### src/rtl/msi_arbiter_wb.sv
// Round-robin Wishbone B3 arbiter: NUM_MASTERS master ports share one slave port.
// A master keeps the slave for as long as its cyc stays high.
module msi_arbiter_wb #(
   parameter int NUM_MASTERS = 5,
   parameter int AW          = 32,
   parameter int DW          = 32
) (
   input  logic                      wb_clk,
   input  logic                      wb_rst,
   input  logic [NUM_MASTERS*AW-1:0] wbm_adr_i,
   input  logic [NUM_MASTERS*DW-1:0] wbm_dat_i,
   input  logic [NUM_MASTERS*(DW/8)-1:0] wbm_sel_i,
   input  logic [NUM_MASTERS-1:0]    wbm_we_i,
   input  logic [NUM_MASTERS-1:0]    wbm_cyc_i,
   input  logic [NUM_MASTERS-1:0]    wbm_stb_i,
   input  logic [NUM_MASTERS*3-1:0]  wbm_cti_i,
   input  logic [NUM_MASTERS*2-1:0]  wbm_bte_i,
   output logic [NUM_MASTERS*DW-1:0] wbm_dat_o,
   output logic [NUM_MASTERS-1:0]    wbm_ack_o,
   output logic [NUM_MASTERS-1:0]    wbm_err_o,
   output logic [NUM_MASTERS-1:0]    wbm_rty_o,
   output logic [AW-1:0]             wbs_adr_o,
   output logic [DW-1:0]             wbs_dat_o,
   output logic [DW/8-1:0]           wbs_sel_o,
   output logic                      wbs_we_o,
   output logic                      wbs_cyc_o,
   output logic                      wbs_stb_o,
   output logic [2:0]                wbs_cti_o,
   output logic [1:0]                wbs_bte_o,
   input  logic [DW-1:0]             wbs_dat_i,
   input  logic                      wbs_ack_i,
   input  logic                      wbs_err_i,
   input  logic                      wbs_rty_i
);

   localparam int SW = DW / 8;
   localparam int IW = (NUM_MASTERS > 1) ? $clog2(NUM_MASTERS) : 1;

   logic [NUM_MASTERS-1:0] r_grant;
   logic [IW-1:0]          r_last;
   logic [NUM_MASTERS-1:0] w_nextGrant;
   logic [IW-1:0]          w_nextLast;
   logic                   w_found;
   logic                   w_ownerActive;
   logic                   w_stb;

   assign w_ownerActive = |(r_grant & wbm_cyc_i);

   // Round-robin search: first masters above r_last, then wrap around from 0.
   always_comb begin
      w_nextGrant = r_grant;
      w_nextLast  = r_last;
      w_found     = 1'b0;
      if (!w_ownerActive) begin
         w_nextGrant = '0;
         for (int i = 0; i < NUM_MASTERS; i++) begin
            if (!w_found && wbm_cyc_i[i] && (i > int'(r_last))) begin
               w_found        = 1'b1;
               w_nextGrant[i] = 1'b1;
               w_nextLast     = IW'(i);
            end
         end
         for (int i = 0; i < NUM_MASTERS; i++) begin
            if (!w_found && wbm_cyc_i[i]) begin
               w_found        = 1'b1;
               w_nextGrant[i] = 1'b1;
               w_nextLast     = IW'(i);
            end
         end
      end
   end

   always_ff @(posedge wb_clk or negedge wb_rst) begin
      if (!wb_rst) begin
         r_grant <= '0;
         r_last  <= IW'(NUM_MASTERS - 1);
      end else begin
         r_grant <= w_nextGrant;
         r_last  <= w_nextLast;
      end
   end

   // Grant is one-hot or zero, so an AND-OR mux yields all zeros when idle.
   always_comb begin
      wbs_adr_o = '0;
      wbs_dat_o = '0;
      wbs_sel_o = '0;
      wbs_we_o  = 1'b0;
      wbs_cti_o = '0;
      wbs_bte_o = '0;
      w_stb     = 1'b0;
      for (int i = 0; i < NUM_MASTERS; i++) begin
         if (r_grant[i]) begin
            wbs_adr_o = wbs_adr_o | wbm_adr_i[i*AW +: AW];
            wbs_dat_o = wbs_dat_o | wbm_dat_i[i*DW +: DW];
            wbs_sel_o = wbs_sel_o | wbm_sel_i[i*SW +: SW];
            wbs_we_o  = wbs_we_o  | wbm_we_i[i];
            wbs_cti_o = wbs_cti_o | wbm_cti_i[i*3 +: 3];
            wbs_bte_o = wbs_bte_o | wbm_bte_i[i*2 +: 2];
            w_stb     = w_stb     | wbm_stb_i[i];
         end
      end
   end

   assign wbs_cyc_o = w_ownerActive;
   assign wbs_stb_o = w_stb & w_ownerActive;

   assign wbm_ack_o = {NUM_MASTERS{wbs_ack_i}} & r_grant;
   assign wbm_err_o = {NUM_MASTERS{wbs_err_i}} & r_grant;
   assign wbm_rty_o = {NUM_MASTERS{wbs_rty_i}} & r_grant;
   assign wbm_dat_o = {NUM_MASTERS{wbs_dat_i}};

endmodule

### config.mk
export PLATFORM = sky130hd
export DESIGN_NAME = msi_arbiter_wb
export DESIGN_NICKNAME = d
export VERILOG_FILES = /design/src/rtl/msi_arbiter_wb.sv
export SDC_FILE = /design/constraint.sdc
export NUM_CORES = 1
export LEC_CHECK = 0
export ABC_AREA = 1
export BUFFER_PORTS_ARGS = -buffer_cell sky130_fd_sc_hd__buf_4
export CAP_MARGIN = 0
export CORE_AREA = 2 2 258 260
export CTS_CLUSTER_DIAMETER = 150
export DETAILED_ROUTE_END_ITERATION = 10
export DIE_AREA = 0 0 260 262
export GPL_ROUTABILITY_DRIVEN = 0
export GPL_TIMING_DRIVEN = 0
export SYNTH_ARGS = -nofsm -noshare
export SYNTH_HDL_FRONTEND = slang
export SYNTH_SLANG_ARGS = --single-unit
### constraint.sdc
create_clock -name wb_clk -period 1.8 [get_ports wb_clk]
set_clock_uncertainty 0.15 [all_clocks]
set_input_delay 0.18 -clock wb_clk [delete_from_list [all_inputs] [get_ports wb_clk]]
set_output_delay 0.18 -clock wb_clk [all_outputs]
set_load 0.05 [all_outputs]
* Yosys cells after proc, flatten, opt, wreduce, memory -nomap -nowiden *
Index checks and enable logic that the tools add are counted.

cells by class
  add/subtract/negate cells = 0
  multiply operators = 0
  divide/modulo/power cells = 0
  order comparisons = 4
  equal/unequal tests = 0
  shift-type cells = 0
  mux-type cells = 68
  bitwise gates (word level) = 34
  reductions and logical operators = 23

operator list
  kind                count
  $mux 32             10
  $or 32x32->32       8
  $mux 3              14
  $mux 1              34
  $and 5x5->5         4
  $mux 4              5
  $or 4x4->4          4
  $logic_and 1x1->1   12
  $or 3x3->3          4
  $mux 2              5
  $reduce_bool 9->1   1
  $logic_not 1->1     8
  $or 1x1->1          8
  $or 2x2->2          4
  $gt 2x3->1 const A  2
  $reduce_or 5->1     1
  $gt 1x3->1 const A  1
  $gt 3x3->1 const A  1
  $reduce_and 2->1    1
  $and 1x1->1         1
  $not 1->1           1

word-level totals
  register bits = 8
  bits in latches = 0
  RAM bits = 0
  memory bits (read-only) = 0
  input port bits = 417
  output and inout port bits = 251
  word-level logic and storage cells = 131
  memories kept = 0

* Longest topological paths before layout *
  depth after elaboration = 39
  depth in mapped cells = 12
  depth with buffers taken out = 12

* Least setup slack after synthesis *
No wires, ideal clock.

  kind = flip-flop to output port
  start point = reg r_grant[0]
  end point = out wbs_stb_o
  arrival = 1.581 ns
  data required time = 1.470 ns
  slack = -0.111 ns
  cell stages (with the launch flop) = 6
  buffers on the path = 2
  path through = dfrtp_1 > buf_2 > buf_2 > a22o_1 > a221oi_1 > a21oi_1

between the ends
  longest elaborated chain between the ends = 10
  elaborated cells between the ends (all ways) = 12
  classes of those cells = mux: 5; bitwise: 6; reduce/logical: 1

ends and longest elaborated chain
  item                    RTL line  text
  start, declared         39        logic [NUM_MASTERS-1:0] r_grant;
  start signal, assigned  78        r_grant <= w_nextGrant;
  $mux 1                  93        if (r_grant[i]) begin
  $or 1x1->1              100       w_stb = w_stb | wbm_stb_i[i];
  $mux 1                  93
  $or 1x1->1              100
  $mux 1                  93
  $or 1x1->1              100
  $mux 1                  93
  $or 1x1->1              100
  $mux 1                  93
  $and 1x1->1 *           106       assign wbs_stb_o = w_stb & w_ownerActive;
  end, declared           27        output logic wbs_stb_o,

Every way passes the cells marked *; elsewhere a longest branch is shown, timed or not.

* Final worst setup path *
  start point = reg r_grant[0]
  end point = out wbs_adr_o[24]

between the ends
  longest elaborated chain between the ends = 9

ends and longest elaborated chain
  item           RTL line  text
  $mux 32 *      93
  $or 32x32->32  94        wbs_adr_o = wbs_adr_o | wbm_adr_i[i*AW +: AW];
  $mux 32 *      93
  $or 32x32->32  94
  $mux 32 *      93
  $or 32x32->32  94
  $mux 32 *      93
  $or 32x32->32  94
  $mux 32 *      93
  end, declared  22        output logic [AW-1:0] wbs_adr_o,

Marked as above.

==> results.yml <==
critical_path:
  crit_type: "register to output pin"
  reg2reg_from: "r_last[2]"
  cp_common_cell: "buf_12"
  crit_buf_inv: 4
  critPathCaptureType: "output pin"
  crit_family: "buffers and inverters"
  slowest_stage: "dfrtp_1"
  path_cells: "buf_12 -> buf_12 -> buf_12 -> a22o_1 -> a21oi_2 -> nand3_2 -> buf_8"
  cp.required_ns: 1.47
  cp_max_fo: 10
  worstSetupStartpoint: "r_grant[0]"
  arrival_ns: 1.73
  cpPeakStageDelay_ns: 0.39
  cp-start-kind: "register"
sta:
  grt_setup_unrepaired: "yes"
  final.period_utilization_pct: 114.4
  maxSlewViolCount: 0
  layout_setup_ws_ns: -0.2590
  relSlewSlack_pct: 73.93
  tightestPinTransition_ns: 0.3896
  hold_violations: 0
  max_freq_mhz: 485.7
  period_needed_ns: 2.059
  finalSetupViolations: 76
  setup_tns_ns: -11.64
cells_and_area:
  fill_cells: 7477
  stdcell_count: 2215
  multi_input_area_um2: 2739
  seq_area_um2: 209.0
  syn2layout_area_growth_pct: 180.8
  drive_gt1_share_pct: 71.73
  finish.utilization_pct: 17.33
  fin_area_um2: 11310
  fin_nets: 1762
min_path:
  hp-class: "input port to register"
  hold_start: "wbm_cyc_i[2]"
yosys:
  yosys_warnings: 0
  yosysUniqueCellTypes: 29
  synth.avg_cell_area_um2: 5.864
  yosysMostFrequentCell: "nand2_1"
  synth_top_area_share_pct: 29.81
  syn-cell-area_um2: 4029
  yosysSeqAreaShare_pct: 5.000
  synth-async-reset-ratio_pct: 100.0
  synth_area_leaders: "buf_4, nand2_1, a22o_1"
  yosys.area.top_type: "buf_4"
  synth_common_cells: "nand2_1, buf_4, a21oi_1, nand3_1, a22o_1"
  synthCells: 687
  ys.flop_type: "dfrtp_1"
  synth-seq-cells: 8
  syn_nets: 1104
  synth_edf_count: 0
global_route:
  grt_pass1_wl_mm: 54.32
  grt_overflow: 0
  first_global_vias: 7062
  grt_max_degree: 11
  grt_usage_pct: 11.55
  antenna_found_initial: 12
cts:
  htree_levels: 1
  cts_made_buffers: 3
  clkSlewWorstSetupHoldPaths_ns: 0.04
  insertion_delay_ns: 0.23
  max-clock-path-buffers: 2
  clockRootBuffer: "clkbuf_16"
  cts_tree: "done"
  clock-sinks: 8
job:
  drv_cap: 0
route:
  drc_errors: 0
  first_pass_iters: 6
  vias_per_cell: 3.353
  ant_nets: 0
  routed-via-count: 7428
  routedWlPerCell_um: 20.05
  drt_iter0_markers: 304
  drt_wl_total_mm: 44.42
run_status:
  status: "complete, but fails checks"
  violations: "setup timing"
pwr:
  switchingPower_mw: 11.09
  internal-power_mw: 6.875
  power_density_nw_per_um2: 1588
  power_frac_seq_pct: 2.1
  ir_drop_uv: 919.6
  sw_frac_of_total_pct: 61.72
  leakage_nw: 5.816
  clock_power_share_pct: 2.1
  comb_power_share_pct: 95.9
floorplanning:
  num_io_pins: 668
  rows: 94
  start_util_pct: 6.172
  die-area_um2: 68120
  dieHeight_um: 262
  fp.coreArea_um2: 65280
  die_x_um: 260
placed_design:
  postPlaceCellArea_um2: 9916
  io_buffers: 635
  hpwl_mm: 37.83
  dp_cells: 2186
state kept, by name, indices dropped and copies added, names as in the netlist:
register,cells
r_grant,5
r_last,3
worst min-delay path: stages:
cell,delay (ns)
buf_4,0.14
nand2_1,0.06
a21oi_1,0.05
area by class of cell:
class                           instances  area share [%]
Clock buffer                            4          0.6967
Inverter                               22          0.7520
Buffer                                203           15.60
Timing Repair Buffer                  655           47.18
Multi-Input combinational cell        452           24.21
Tap cell                              864           9.555
Sequential cell                         8           1.847
Antenna cell                            7          0.1548
worst paths after layout:
check	end	slack (ns)	cells past startpoint
max	wbs_adr_o[24]	-0.26	7
min	r_grant[2]	0.10	3
max reg2reg	r_last[0]	0.15	9
min reg2reg	r_last[2]	0.34	2
max in group asynchronous	r_last[2]	1.12	2
min in group asynchronous	r_grant[2]	0.17	2
layer usage:
| layer | track usage, % | wire length, µm | up-vias |
|---|---|---|---|
| met5 | 0 | 88 | - |
| met4 | 2.554 | 920 | 14 |
| met3 | 3.019 | 3918 | 52 |
| met2 | 21.25 | 22080 | 474 |
| met1 | 13.29 | 17420 | 3385 |
| li1 | - | - | 3503 |
placed cells by master (no fill, tap or decap), drive strengths merged:
cell type,n
a22o,75
dfrtp,7
or2,1
a21oi,76
nor4,1
nor3,1
buf,830
inv,22
o2111ai,1
a221oi,1
dlygate4sd3,1
diode,7
clkbuf,31
nand2,194
dfstp,1
nor2,15
a31oi,2
nand3,78
nand4,3
o21ai,3
o41ai,1
per-stage QoR:
step	hold WS (ns)	worst slack, ns	power [mW]
4_1_cts	0.1034	-0.2793	17.32
2_1_floorplan	-0.2656	0.06837	8.843
3_5_place_dp	-0.1426	-1.300	14.81
5_1_grt	0.1033	-0.2930	18.90
3_3_place_gp	-0.1421	-1.416	14.80
6_report	0.1030	-0.2590	17.96
timing repair:
action	4_1_cts	5_1_grt
gates resized for setup	220	72
buffers inserted	7	9
endpoints found under the hold margin	8	0
pin swaps	6	20
gates cloned	1	2
setup endpoints to repair	99	87
hold buffers	1	0
power by group through the flow:
stage                     clock network, mW  registers [mW]  logic, mW
final                                 0.375           0.370       17.2
after detailed placement                  0           0.316       14.5
after CTS                             0.383           0.497       16.4
after floorplan                           0           0.307       8.54
after global placement                    0           0.313       14.5
after global routing                  0.399           0.379       18.1
kinds of logic after synthesis:
| kind of cell | count (synthesis) | synth area share, % |
|---|---|---|
| flip-flops | 8 | 5.000 |
| AO/OA/AOI/OAI | 159 | 27.17 |
| AND/OR/NAND/NOR | 293 | 31.40 |
| buffers and inverters | 227 | 36.43 |
No activity file was read; power rests on OpenSTA's default activity.
